--- src/rtl/rect_filler_pkg.sv ---
// rect_filler_pkg: shared definitions for the rectangle filler and its helpers.
//   - fill_state_t : FSM encoding (IDLE, FILL)
//   - PIX_W        : bits per pixel word in the frame buffer
//   - DEF_PPW      : pixels per write-data word for the default 128-bit bus
//   - DEF_MASK_W   : byte-mask width for the default 128-bit bus
//   - PIX_PAD      : pad byte placed above the 24-bit colour
//   - pixel_word() : builds one 32-bit frame-buffer pixel from a colour
package rect_filler_pkg;

    typedef enum logic [0:0] {
        S_IDLE = 1'b0,
        S_FILL = 1'b1
    } fill_state_t;

    localparam int unsigned PIX_W      = 32;
    localparam int unsigned DEF_PPW    = 128 / PIX_W;
    localparam int unsigned DEF_MASK_W = 128 / 8;
    localparam logic [7:0]  PIX_PAD    = 8'd0;

    function automatic logic [PIX_W-1:0] pixel_word(input logic [23:0] color);
        return {PIX_PAD, color};
    endfunction

endpackage

--- src/rtl/rect_filler_if.sv ---
// rect_filler_if: command and DDR2-FIFO signal bundle of the rectangle filler.
//   master : command source and FIFO side (drives valid/coords/color/base and
//            the FIFO full flags, observes pushes, ready and done)
//   slave  : the filler itself
// Signals: valid, x0, y0, x1, y1, color, frame_base, af_full, wdf_full,
//          af_addr_din, af_wr_en, wdf_din, wdf_mask_din, wdf_wr_en, ready, done.
interface rect_filler_if #(
    parameter int unsigned COORD_W = 10,
    parameter int unsigned ADDR_W  = 31,
    parameter int unsigned DATA_W  = 128
);
    logic                  valid;
    logic [COORD_W-1:0]    x0;
    logic [COORD_W-1:0]    y0;
    logic [COORD_W-1:0]    x1;
    logic [COORD_W-1:0]    y1;
    logic [23:0]           color;
    logic [31:0]           frame_base;
    logic                  af_full;
    logic                  wdf_full;
    logic [ADDR_W-1:0]     af_addr_din;
    logic                  af_wr_en;
    logic [DATA_W-1:0]     wdf_din;
    logic [DATA_W/8-1:0]   wdf_mask_din;
    logic                  wdf_wr_en;
    logic                  ready;
    logic                  done;

    modport master (
        output valid, x0, y0, x1, y1, color, frame_base, af_full, wdf_full,
        input  af_addr_din, af_wr_en, wdf_din, wdf_mask_din, wdf_wr_en, ready, done
    );

    modport slave (
        input  valid, x0, y0, x1, y1, color, frame_base, af_full, wdf_full,
        output af_addr_din, af_wr_en, wdf_din, wdf_mask_din, wdf_wr_en, ready, done
    );
endinterface

--- src/rtl/rect_mask_gen.sv ---
// rect_mask_gen: byte mask for one write-data word of a horizontal span.
//   wx_i   : word index within the row (pixel x = wx_i*PPW + p)
//   x0_i   : first pixel of the span (inclusive)
//   x1_i   : last pixel of the span (inclusive)
//   mask_o : 1 = byte not written; pixel p owns bytes 4p..4p+3
// Purely combinational so the line engine can reuse it.
module rect_mask_gen #(
    parameter int unsigned PPW     = 4,
    parameter int unsigned COORD_W = 10
) (
    input  logic [COORD_W-1:0] wx_i,
    input  logic [COORD_W-1:0] x0_i,
    input  logic [COORD_W-1:0] x1_i,
    output logic [PPW*4-1:0]   mask_o
);
    localparam int unsigned PPW_LOG2 = $clog2(PPW);

    // One extra bit so wx*PPW+p cannot wrap past the coordinate range.
    always_comb begin
        mask_o = '1;
        for (int p = 0; p < PPW; p++) begin
            logic [COORD_W:0] px;
            px = ((COORD_W+1)'(wx_i) << PPW_LOG2) + (COORD_W+1)'(p);
            if ((px >= {1'b0, x0_i}) && (px <= {1'b0, x1_i})) begin
                mask_o[4*p +: 4] = 4'h0;
            end else begin
                mask_o[4*p +: 4] = 4'hF;
            end
        end
    end
endmodule

--- src/rtl/rect_filler.sv ---
// rect_filler: fills an axis-aligned rectangle (inclusive corners) of a DDR2
// frame buffer with a solid colour, one masked 128-bit word per cycle.
//   clk, rst      : system clock, synchronous active-high reset
//   bus (slave)   : command handshake (valid/ready/done, corners, colour,
//                   frame base) and paired address/write-data FIFO pushes
// Optional build macro RECT_FILLER_STATS_EN adds:
//   stall_cycles  : FILL cycles without a push since the last accept
//   words_written : pushes since the last accept
module rect_filler
    import rect_filler_pkg::*;
#(
    parameter int unsigned FRAME_W         = 800,
    parameter int unsigned FRAME_H         = 600,
    parameter int unsigned ROW_STRIDE_LOG2 = 10,
    parameter int unsigned DATA_W          = 128,
    parameter int unsigned ADDR_W          = 31,
    parameter int unsigned COORD_W         = 10
) (
    input  logic         clk,
    input  logic         rst,
    rect_filler_if.slave bus
`ifdef RECT_FILLER_STATS_EN
    ,
    output logic [31:0]  stall_cycles,
    output logic [31:0]  words_written
`endif
);
    localparam int unsigned PPW      = DATA_W / PIX_W;
    localparam int unsigned PPW_LOG2 = $clog2(PPW);
    localparam logic [COORD_W-1:0] MAX_X = COORD_W'(FRAME_W - 1);
    localparam logic [COORD_W-1:0] MAX_Y = COORD_W'(FRAME_H - 1);

    fill_state_t         state_q;
    logic                done_q;
    logic [COORD_W-1:0]  x0_q, x1_q, y1_q;
    logic [COORD_W-1:0]  wx_q, wx_first_q, wx_last_q, y_q;
    logic [23:0]         color_q;
    logic [ADDR_W-1:0]   base_q;

    logic [COORD_W-1:0]  cx0_s, cy0_s, cx1_s, cy1_s;
    logic                empty_s, accept_s, push_s;
    logic [ADDR_W-1:0]   addr_s;
    logic [DATA_W/8-1:0] gen_mask_s;

    assign cx0_s    = (bus.x0 > MAX_X) ? MAX_X : bus.x0;
    assign cx1_s    = (bus.x1 > MAX_X) ? MAX_X : bus.x1;
    assign cy0_s    = (bus.y0 > MAX_Y) ? MAX_Y : bus.y0;
    assign cy1_s    = (bus.y1 > MAX_Y) ? MAX_Y : bus.y1;
    assign empty_s  = (cx0_s > cx1_s) || (cy0_s > cy1_s);
    assign accept_s = (state_q == S_IDLE) && bus.valid;

    // rst gates the push directly so an abort stops writes in the same cycle.
    assign push_s = (state_q == S_FILL) && !bus.af_full && !bus.wdf_full && !rst;

    assign addr_s = base_q + (ADDR_W'(y_q) << ROW_STRIDE_LOG2) + (ADDR_W'(wx_q) << PPW_LOG2);

    rect_mask_gen #(
        .PPW     (PPW),
        .COORD_W (COORD_W)
    ) u_mask (
        .wx_i   (wx_q),
        .x0_i   (x0_q),
        .x1_i   (x1_q),
        .mask_o (gen_mask_s)
    );

    assign bus.af_wr_en     = push_s;
    assign bus.wdf_wr_en    = push_s;
    assign bus.af_addr_din  = addr_s;
    assign bus.wdf_din      = {PPW{pixel_word(color_q)}};
    assign bus.wdf_mask_din = ((state_q == S_FILL) && !rst) ? gen_mask_s : '1;
    assign bus.ready        = (state_q == S_IDLE) && !rst;
    assign bus.done         = done_q && !rst;

    // Command FSM: accept/clamp in IDLE, raster-walk words in FILL.
    always_ff @(posedge clk) begin
        if (rst) begin
            state_q    <= S_IDLE;
            done_q     <= 1'b0;
            x0_q       <= '0;
            x1_q       <= '0;
            y1_q       <= '0;
            wx_q       <= '0;
            wx_first_q <= '0;
            wx_last_q  <= '0;
            y_q        <= '0;
            color_q    <= 24'd0;
            base_q     <= '0;
        end else begin
            done_q <= 1'b0;
            case (state_q)
                S_IDLE: begin
                    if (bus.valid) begin
                        x0_q       <= cx0_s;
                        x1_q       <= cx1_s;
                        y1_q       <= cy1_s;
                        wx_q       <= cx0_s >> PPW_LOG2;
                        wx_first_q <= cx0_s >> PPW_LOG2;
                        wx_last_q  <= cx1_s >> PPW_LOG2;
                        y_q        <= cy0_s;
                        color_q    <= bus.color;
                        base_q     <= ADDR_W'(bus.frame_base);
                        if (empty_s) begin
                            done_q <= 1'b1;
                        end else begin
                            state_q <= S_FILL;
                        end
                    end
                end
                S_FILL: begin
                    if (push_s) begin
                        if (wx_q == wx_last_q) begin
                            if (y_q == y1_q) begin
                                state_q <= S_IDLE;
                                done_q  <= 1'b1;
                            end else begin
                                wx_q <= wx_first_q;
                                y_q  <= y_q + COORD_W'(1);
                            end
                        end else begin
                            wx_q <= wx_q + COORD_W'(1);
                        end
                    end
                end
                default: begin
                    state_q <= S_IDLE;
                end
            endcase
        end
    end

`ifdef RECT_FILLER_STATS_EN
    // Per-command counters, cleared on accept, saturating at all-ones.
    always_ff @(posedge clk) begin
        if (rst) begin
            stall_cycles  <= 32'd0;
            words_written <= 32'd0;
        end else if (accept_s) begin
            stall_cycles  <= 32'd0;
            words_written <= 32'd0;
        end else if (state_q == S_FILL) begin
            if (push_s) begin
                if (words_written != 32'hFFFF_FFFF) begin
                    words_written <= words_written + 32'd1;
                end
            end else begin
                if (stall_cycles != 32'hFFFF_FFFF) begin
                    stall_cycles <= stall_cycles + 32'd1;
                end
            end
        end
    end
`else
    logic unused_accept_s;
    assign unused_accept_s = accept_s;
`endif

endmodule

--- src/flat_wrapper.sv ---
// flat-port wrapper written by rule: the top's interface ports become plain ports
module rect_filler_flat import rect_filler_pkg::*;
#(
    parameter int unsigned FRAME_W         = 800,
    parameter int unsigned FRAME_H         = 600,
    parameter int unsigned ROW_STRIDE_LOG2 = 10,
    parameter int unsigned DATA_W          = 128,
    parameter int unsigned ADDR_W          = 31,
    parameter int unsigned COORD_W         = 10
)
  (clk, rst, bus_valid, bus_x0, bus_y0, bus_x1, bus_y1, bus_color, bus_frame_base, bus_af_full, bus_wdf_full, bus_af_addr_din, bus_af_wr_en, bus_wdf_din, bus_wdf_mask_din, bus_wdf_wr_en, bus_ready, bus_done);
  rect_filler_if #(.COORD_W(COORD_W), .ADDR_W(ADDR_W), .DATA_W(DATA_W)) bus_i ();
  input  logic clk;
  input  logic rst;
  input wire logic [$bits(bus_i.valid)-1:0] bus_valid;
  input wire logic [$bits(bus_i.x0)-1:0] bus_x0;
  input wire logic [$bits(bus_i.y0)-1:0] bus_y0;
  input wire logic [$bits(bus_i.x1)-1:0] bus_x1;
  input wire logic [$bits(bus_i.y1)-1:0] bus_y1;
  input wire logic [$bits(bus_i.color)-1:0] bus_color;
  input wire logic [$bits(bus_i.frame_base)-1:0] bus_frame_base;
  input wire logic [$bits(bus_i.af_full)-1:0] bus_af_full;
  input wire logic [$bits(bus_i.wdf_full)-1:0] bus_wdf_full;
  output wire logic [$bits(bus_i.af_addr_din)-1:0] bus_af_addr_din;
  output wire logic [$bits(bus_i.af_wr_en)-1:0] bus_af_wr_en;
  output wire logic [$bits(bus_i.wdf_din)-1:0] bus_wdf_din;
  output wire logic [$bits(bus_i.wdf_mask_din)-1:0] bus_wdf_mask_din;
  output wire logic [$bits(bus_i.wdf_wr_en)-1:0] bus_wdf_wr_en;
  output wire logic [$bits(bus_i.ready)-1:0] bus_ready;
  output wire logic [$bits(bus_i.done)-1:0] bus_done;
  assign bus_i.valid = bus_valid;
  assign bus_i.x0 = bus_x0;
  assign bus_i.y0 = bus_y0;
  assign bus_i.x1 = bus_x1;
  assign bus_i.y1 = bus_y1;
  assign bus_i.color = bus_color;
  assign bus_i.frame_base = bus_frame_base;
  assign bus_i.af_full = bus_af_full;
  assign bus_i.wdf_full = bus_wdf_full;
  assign bus_af_addr_din = bus_i.af_addr_din;
  assign bus_af_wr_en = bus_i.af_wr_en;
  assign bus_wdf_din = bus_i.wdf_din;
  assign bus_wdf_mask_din = bus_i.wdf_mask_din;
  assign bus_wdf_wr_en = bus_i.wdf_wr_en;
  assign bus_ready = bus_i.ready;
  assign bus_done = bus_i.done;
  rect_filler #(.FRAME_W(FRAME_W), .FRAME_H(FRAME_H), .ROW_STRIDE_LOG2(ROW_STRIDE_LOG2), .DATA_W(DATA_W), .ADDR_W(ADDR_W), .COORD_W(COORD_W)) u_core (.clk(clk), .rst(rst), .bus(bus_i));
endmodule
--- config.mk ---
export PLATFORM = sky130hd
export DESIGN_NAME = rect_filler_flat
export DESIGN_NICKNAME = d
export VERILOG_FILES = /design/src/rtl/rect_filler_pkg.sv /design/src/rtl/rect_filler_if.sv /design/src/rtl/rect_mask_gen.sv /design/src/rtl/rect_filler.sv /design/src/flat_wrapper.sv
export SDC_FILE = /design/constraint.sdc
export NUM_CORES = 1
export LEC_CHECK = 0
export CAP_MARGIN = 20
export CORE_MARGIN = 4
export CORE_UTILIZATION = 42
export DETAILED_ROUTE_END_ITERATION = 6
export GPL_TIMING_DRIVEN = 0
export PLACE_DENSITY_LB_ADDON = 0.12
export SLEW_MARGIN = 20
export SYNTH_ARGS = -nofsm -noshare
export SYNTH_HDL_FRONTEND = slang
export SYNTH_SLANG_ARGS = --single-unit
export TNS_END_PERCENT = 50
--- constraint.sdc ---
create_clock -name clk -period 2.86 [get_ports clk]
set_input_delay 0.715 -clock clk [delete_from_list [all_inputs] [get_ports clk]]
set_output_delay 0.715 -clock clk [all_outputs]
set_load 0.05 [all_outputs]
==> Yosys cells after proc, flatten, opt, wreduce, memory -nomap -nowiden <==
Cells that the tools add are included.
Widths: inputs -> output; s select.
{ "op_classes": {"addsub": 7, "n_lt_le_gt_ge": 14, "eq_ne": 7, "n_mux": 31, "bitwise": 1, "reduce_logical": 17} }
{ "ops": {"columns": ["cell", "count"], "rows": [
  ["$mux 10", 12],
  ["$ge 11x10->1", 4],
  ["$le 11x10->1", 4],
  ["$gt 10x10->1 const B", 4],
  ["$pmux 10 s2", 2],
  ["$add 31x12->31", 1],
  ["$add 31x20->31", 1],
  ["$add 11x2->11 const B", 2],
  ["$add 10x1->10 const B", 2],
  ["$gt 10x10->1", 2],
  ["$mux 16", 1],
  ["$mux 4", 4],
  ["$add 11x1->11 const B", 1],
  ["$eq 10x10->1", 1],
  ["$eq 10x8->1", 1],
  ["$logic_and 1x1->1", 10],
  ["$mux 1", 10],
  ["$ne 2x2->1 const B", 4],
  ["$pmux 1 s2", 2],
  ["$reduce_and 4->1", 1],
  ["$logic_not 1->1", 3],
  ["$ne 3x3->1 const B", 1],
  ["$reduce_and 3->1", 1],
  ["$reduce_and 2->1", 1],
  ["other kinds (2)", 2]
]} }
{ "totals": {"reg_bits": 123, "elab_cells": 88} }

==> Depth between registers and ports, before layout <==
Gate-level depths: netlist of the first run.
{ "depth": {"ltp_word": 7, "mapped_depth": 12} }

==> Cells and area by module <==
From an unflattened synthesis of the first run, not the netlist that was laid out.
{ "hier_totals": {"cells_unflattened": 1099, "hier_area_um2": 8224.1} }
{ "modules_own_cells": {"columns": ["mod", "n_inst", "cells_per_inst", "area_per_inst_um2"], "rows": [
  ["rect_filler", 1, 1001, 7537.2],
  ["rect_mask_gen", 1, 98, 686.9]
]} }

==> Least setup slack after synthesis of the first run <==
No wires, ideal clock.
{ "synth_timing": {"path_type": "reg-to-output", "from": "register u_core.y_q[1]", "to": "output port bus_af_addr_din[20]", "arrival_time_ns": 3.204, "t_required_ns": 2.145, "path_slack_ns": -1.059, "stages_incl_launch_ff": 8, "n_path_buf": 0, "path_cell_list": "dfxtp_1 > fa_1 > ha_1 > nand2_1 > o21ai_1 > nor3_1 > a211o_1 > o311ai_1"} }
{ "synth_between": {"elab_chain_len": 2} }
{ "synth_lines": {"columns": ["element", "line_no", "source"], "rows": [
  ["from (decl)", "rect_filler.sv:36", "logic [COORD_W-1:0] wx_q, wx_first_q, wx_last_q, y_q;"],
  ["from (signal assigned)", "rect_filler.sv:100", "y_q <= cy0_s;"],
  ["from (signal assigned)", "rect_filler.sv:118", "y_q <= y_q + COORD_W'(1);"],
  ["$add 31x20->31", "rect_filler.sv:55", "assign addr_s = base_q + (ADDR_W'(y_q) << ROW_STRIDE_LOG2) + (ADDR_W'(wx_q) << PPW_LOG2);"],
  ["$add 31x12->31", "rect_filler.sv:55", null],
  ["to (decl)", "flat_wrapper.sv:24", "output wire logic [$bits(bus_i.af_addr_din)-1:0] bus_af_addr_din;"]
]} }
No other way between the ends.

==> Final worst setup path of the first run <==
{ "layout_timing": {"from": "register u_core.y_q[1]", "to": "output port bus_af_addr_din[30]"} }
The elaborated chain is that of the path after synthesis.

==> flow_summary.ini, run 1 <==
[worst_hold_path]
hp-class = flop to flop

[power]
power_density_nw_per_um2 = 469
ir_drop_mv = 0.329
p_leak_nw = 5.52

[route]
vias = 8381
route.met2.wl_um = 13600
first_pass_iters = 5
wl_met3_um = 2030
routed_wl_um = 27900
remaining_drc_errors = 0
vias_per_cell = 5.09
first_iter_violations = 476
maxUsedRoutingLayer = met4
detail-route-antenna-nets = 0
drt-wirelength-per-cell_um = 16.9
drt-met1-wl_um = 11700

[setup_path]
worstPathMaxFanout = 7
critPathKind = flop to primary output
worst_ep_arrival_time_ns = 2.81
startpoint_type = flop
path_buf_inv = 2
endpoint_kind = primary output
crit_family = compound AO/OA/AOI/OAI gates
required_ns = 2.14
crit_slowest_cell = fa_2
crit_path_frequent_cell = o21ai_4
slowest_delay_ns = 0.59
crit_chain = fa_2 > ha_4 > a21oi_2 > o21ai_2 > a211o_1 > o21ai_4 > buf_12 > o21ai_4 > xor2_4 > buf_6

[floorplanning]
core_um2 = 18800
die_w_um = 147
dieArea_um2 = 21600
dieHeight_um = 147
initial_core_util = 0.430
fp-row-count = 50
pin_count = 280

[sta]
report.final.slew_viol_count = 0
hold_viol_final = 0
max_freq_ghz = 0.283
slew_headroom = 0.486
fin_worst_skew_ns = 0.00663
fin_ws_ns = -0.669
finalSetupViolCount = 41
fin_crit_ns = 3.53
worst_pin_slew_ns = 0.770
fin_setup_tns_ns = -18.68
timing.final.crit_share = 1.23
rsz0062_at_grt = yes
holdWs_ns = 0.460

[synthesis]
async_flop_share = 0
synth_area_um2 = 8110
yosys_warnings = 0
seq_area_frac_synth = 0.264
synthFlopType = dfxtp_1
synth-edff-count = 0
avgSynthCellArea_um2 = 7.65
synth.distinct_cells = 68
synth_seq_cells = 107
netlist_instances = 1060

[grt]
grt_start_max_net_pins = 18
grt_pass1_wl_um = 41700
track_usage = 0.241
antenna_found_initial = 1
grt_pass1_vias = 7595
grt-ovfl-total = 0

[placed_design]
globalplace.congestion = 0.917
dpl.hpwl_um = 21200
port_buffers = 246

[layout]
mostFrequentLayoutCells = clkdlybuf4s50_1, nand2_1, buf_4, a21oi_1, dfxtp_1
fillers = 1597
areaGrowthSynthToFinish_pct = 58.6
fin_util = 0.683
fin_nets = 1559
mostFrequentLayoutCell = clkdlybuf4s50_1
drive_above_1_share = 0.279

[clocking]
clock_latency_ns = 0.35
cts_buffer_depth = 2
h-tree-depth = 3
cts.sinks = 107
cts_buffers = 9
cts_tree = done
clkTransAtPathRegs_ns = 0.07
root_buffer = clkbuf_16

[status]
violations = setup timing
status = finished, violations left

[flow_run]
maxCapViolCount = 0
## routing by layer
| layer | vias up | GRT usage |
|---|---|---|
| met5 | - | 0 |
| met4 | 0 | 0.0541 |
| met3 | 43 | 0.0494 |
| met2 | 324 | 0.424 |
| met1 | 3848 | 0.303 |
| li1 | 4166 | - |
## cell type report
class                   count  area, um^2  area share
repair buffers            285        2900       0.225
flip-flops and latches    107        2200       0.171
clock buffers              12         267      0.0207
plain buffers             164        1100      0.0852
well taps                 260         325      0.0253
multi-input cells         783        5920       0.460
diodes                      1        2.50    0.000195
inverters                  31         121     0.00944
clock inverters             4        32.5     0.00253
## state kept, by name, indices dropped and copies added, names as in the netlist
name            cells
u_core.wx_q        10
u_core.y_q         10
u_core.x0_q        10
u_core.color_q     24
u_core.x1_q        10
u_core.y1_q        10
u_core.done_q       1
u_core.state_q      1
u_core.base_q      31
## synthesized netlist by cell type (all sizes together), types with 4 or more instances
| master | instances | area (um^2) |
|---|---|---|
| o22a | 4 | 35.0 |
| ha | 74 | 926 |
| inv | 30 | 113 |
| nand4 | 9 | 56.3 |
| nor3 | 21 | 110 |
| a21oi | 122 | 614 |
| clkbuf | 40 | 150 |
| dfxtp | 107 | 2140 |
| o21a | 5 | 37.5 |
| and4 | 5 | 43.8 |
| a211oi | 19 | 148 |
| nand2b | 12 | 75.1 |
| xnor2 | 18 | 158 |
| xor2 | 20 | 175 |
| o21ai | 32 | 160 |
| a31oi | 9 | 56.3 |
| nor2 | 64 | 240 |
| nand3 | 32 | 160 |
| buf | 130 | 946 |
| nand2 | 178 | 668 |
| a211o | 7 | 61.3 |
| and3 | 13 | 81.3 |
| and2 | 10 | 62.6 |
| nor2b | 15 | 93.8 |
| o211ai | 6 | 45.0 |
| a221o | 4 | 40.0 |
| a21o | 23 | 173 |
## worst reg2reg max path: stages, from the launching register on
cell      delay [ns]
dfxtp_4         0.38
buf_4           0.15
ha_1            0.31
and4_4          0.28
nand4b_4        0.23
nand4b_4        0.31
a21oi_2         0.22
buf_4           0.19
nor2b_1         0.17
nor3_2          0.06
## timing repair
| item | CTS | global route |
|---|---|---|
| setup endpoints to repair | 52 | 47 |
| gates resized for setup | 386 | 47 |
| buffers inserted | 28 | 11 |
| pin swaps | 43 | 38 |
| hold buffers | 0 | 0 |
## worst paths after layout
path / startpoint / to / cells past startpoint / slack (ns)
setup / recovery: u_core.y_q[1] / bus_af_addr_din[30] / 10 / -0.67
hold / removal: u_core.x1_q[8] / u_core.x1_q[8] / 2 / 0.46
setup reg to reg: u_core.wx_q[4] / u_core.wx_q[5] / 9 / 0.43
hold reg to reg: u_core.x1_q[8] / u_core.x1_q[8] / 2 / 0.46
## cells by family after synthesis
group                    count (synthesis)  synth area share
other                                    1          0.000463
flip-flops                             107             0.264
AO/OA/AOI/OAI                          257             0.199
XOR/XNOR                                38            0.0411
multiplexers                             4           0.00525
buffers and inverters                  201             0.150
adder cells (fa/ha/maj)                 77             0.122
AND/OR/NAND/NOR                        375             0.219
## power breakdown
group          internal (W)  total, W  switching [W]
logic               0.00122   0.00299        0.00178
clock network      0.000668   0.00126       0.000589
registers           0.00162   0.00178       0.000159
total               0.00350   0.00603        0.00252
## through the flow
step	setup WS [ns]	std cells	instance area (um^2)	total power, W
floorplan	-0.281	1091	8790	0.00366
global placement	-1.20	1597	11600	0.00446
detailed placement	-1.20	1597	11600	0.00449
CTS	-0.629	1636	12500	0.00592
global route	-0.783	1647	12900	0.00630
finish	-0.669	1647	12900	0.00603
Note: power is estimated with default switching activity, not from simulation.
==> run 2, diff against run 1 <==
--- a/config.mk
+++ b/config.mk
@@ -5,8 +5,7 @@
 export SDC_FILE = /design/constraint.sdc
 export NUM_CORES = 1
 export LEC_CHECK = 0
-export CAP_MARGIN = 20
-export CORE_MARGIN = 4
+export CORE_MARGIN = 1
 export CORE_UTILIZATION = 42
 export DETAILED_ROUTE_END_ITERATION = 6
 export GPL_TIMING_DRIVEN = 0
==> run 2 against run 1 <==
The run still ends with setup timing left. Worst setup slack worse by 0.0082 ns. Core utilization fell by 0.62 points. First-iteration DRC count up 30%. Global-route usage rose by 2.6 points. Count of clock-buffer cells in the layout did not move. Critical path type unchanged. Total power down 0.41%. Register-to-register slack improved by 0.04 ns. Sequential share of layout area grew 0.22 points. Largest power group unchanged.
==> flow_summary.ini, run 2 (synthesis results as in run 1) <==
[status]
status = finished, violations left
violations = setup timing

[setup_path]
endpoint_kind = primary output
worst_ep_arrival_time_ns = 2.82
startpoint_type = flop
worstPathMaxFanout = 7
critPathKind = flop to primary output
required_ns = 2.14

[grt]
grt_pass1_wl_um = 41100
grt_start_max_net_pins = 18
track_usage = 0.267
grt-ovfl-total = 0
grt_pass1_vias = 7778
antenna_found_initial = 0

[route]
maxUsedRoutingLayer = met4
route.met2.wl_um = 13000
first_iter_violations = 618
wl_met3_um = 1680
vias_per_cell = 5.12
remaining_drc_errors = 0
vias = 8414
detail-route-antenna-nets = 0
drt-wirelength-per-cell_um = 16.3
first_pass_iters = 6
drt-met1-wl_um = 11400
routed_wl_um = 26800

[floorplanning]
dieHeight_um = 141
dieArea_um2 = 19900
pin_count = 280
die_w_um = 141
initial_core_util = 0.430
core_um2 = 18800
fp-row-count = 50

[sta]
fin_worst_skew_ns = 0.00600
worst_pin_slew_ns = 0.766
max_freq_ghz = 0.283
report.final.slew_viol_count = 0
slew_headroom = 0.490
fin_crit_ns = 3.54
rsz0062_at_grt = yes
timing.final.crit_share = 1.24
hold_viol_final = 0
finalSetupViolCount = 44
fin_ws_ns = -0.677

[layout]
drive_above_1_share = 0.275
seq_area_um2 = 2210
areaGrowthSynthToFinish_pct = 57.2
fin_nets = 1557
multiInputGateArea_um2 = 5880
diodes = 0
fin_util = 0.677
largest_reg_flops = 31
mostFrequentLayoutCells = clkdlybuf4s50_1, nand2_1, buf_4, a21oi_1, dfxtp_1
top_register = u_core.base_q
reg.largest.list = u_core.base_q x31, u_core.color_q x24
fillers = 1670
mostFrequentLayoutCell = clkdlybuf4s50_1
final_cells = 1644

[placed_design]
dpl.hpwl_um = 20500
globalplace.congestion = 0.930
port_buffers = 246
dp_cells = 1597
pre_cts_ws_ns = -1.17

[clocking]
clock_latency_ns = 0.36
cts_tree = done
cts_buffers = 9
postCtsHoldBufs = 0
cts.sinks = 107
clkTransAtPathRegs_ns = 0.08
h-tree-depth = 3
cts_buffer_depth = 2
root_buffer = clkbuf_16

[power]
ir_drop_mv = 0.305
p_leak_nw = 5.48
power_density_nw_per_um2 = 471

[worst_hold_path]
hp-class = flop to flop

[flow_run]
maxCapViolCount = 0
run 2: per-layer routing:
| layer | up-vias | global-route usage |
|---|---|---|
| met5 | - | 0 |
| met4 | 0 | 0.0955 |
| met3 | 48 | 0.0442 |
| met2 | 325 | 0.467 |
| met1 | 3861 | 0.328 |
| li1 | 4180 | - |
run 2: repair_timing:
item	4_1_cts	5_1_grt
setup buffers	24	15
gates resized for setup	352	62
setup endpoints to repair	52	46
pin swaps	46	34
run 2: critical path, cell delays in order (launching register included):
cell	delay, ns
dfxtp_4	0.36
fa_2	0.58
ha_4	0.23
a21oi_4	0.15
o21ai_4	0.09
a211o_1	0.30
o21ai_4	0.15
buf_12	0.17
o21ai_4	0.08
xor2_4	0.18
buf_6	0.16
run 2: metrics by stage:
stage	cell area, um^2	setup TNS [ns]	hold WS, ns	power [W]
2_1_floorplan	8790	-5.45	0.436	0.00366
3_5_place_dp	11600	-48.96	0.452	0.00448
6_report	12700	-18.90	0.459	0.00600
3_3_place_gp	11600	-46.43	0.443	0.00445
4_1_cts	12400	-19.45	0.462	0.00588
5_1_grt	12700	-22.26	0.480	0.00627
run 2: final cells by class:
cell class	count	share of cell area
buffer	164	0.0856
clock buffer	12	0.0201
clock inverter	4	0.00255
inverter	31	0.00953
multi-input combinational	783	0.461
sequential	107	0.173
tap	260	0.0255
timing repair buffer	283	0.222
run 2: worst paths after layout:
check                   endpoint  cells past startpoint  slack, ns           start
max reg2reg       u_core.wx_q[5]                      9       0.47  u_core.wx_q[3]
max          bus_af_addr_din[30]                     10      -0.68  u_core.wx_q[9]
min reg2reg       u_core.x1_q[6]                      2       0.46  u_core.x1_q[6]
min               u_core.x1_q[6]                      2       0.46  u_core.x1_q[6]
run 2: power by group:
group	total, W	switching, W	leakage [nW]	internal (W)
logic	0.00296	0.00176	4.44	0.00120
clock network	0.00127	0.000620	0.144	0.000648
registers	0.00178	0.000159	0.895	0.00162
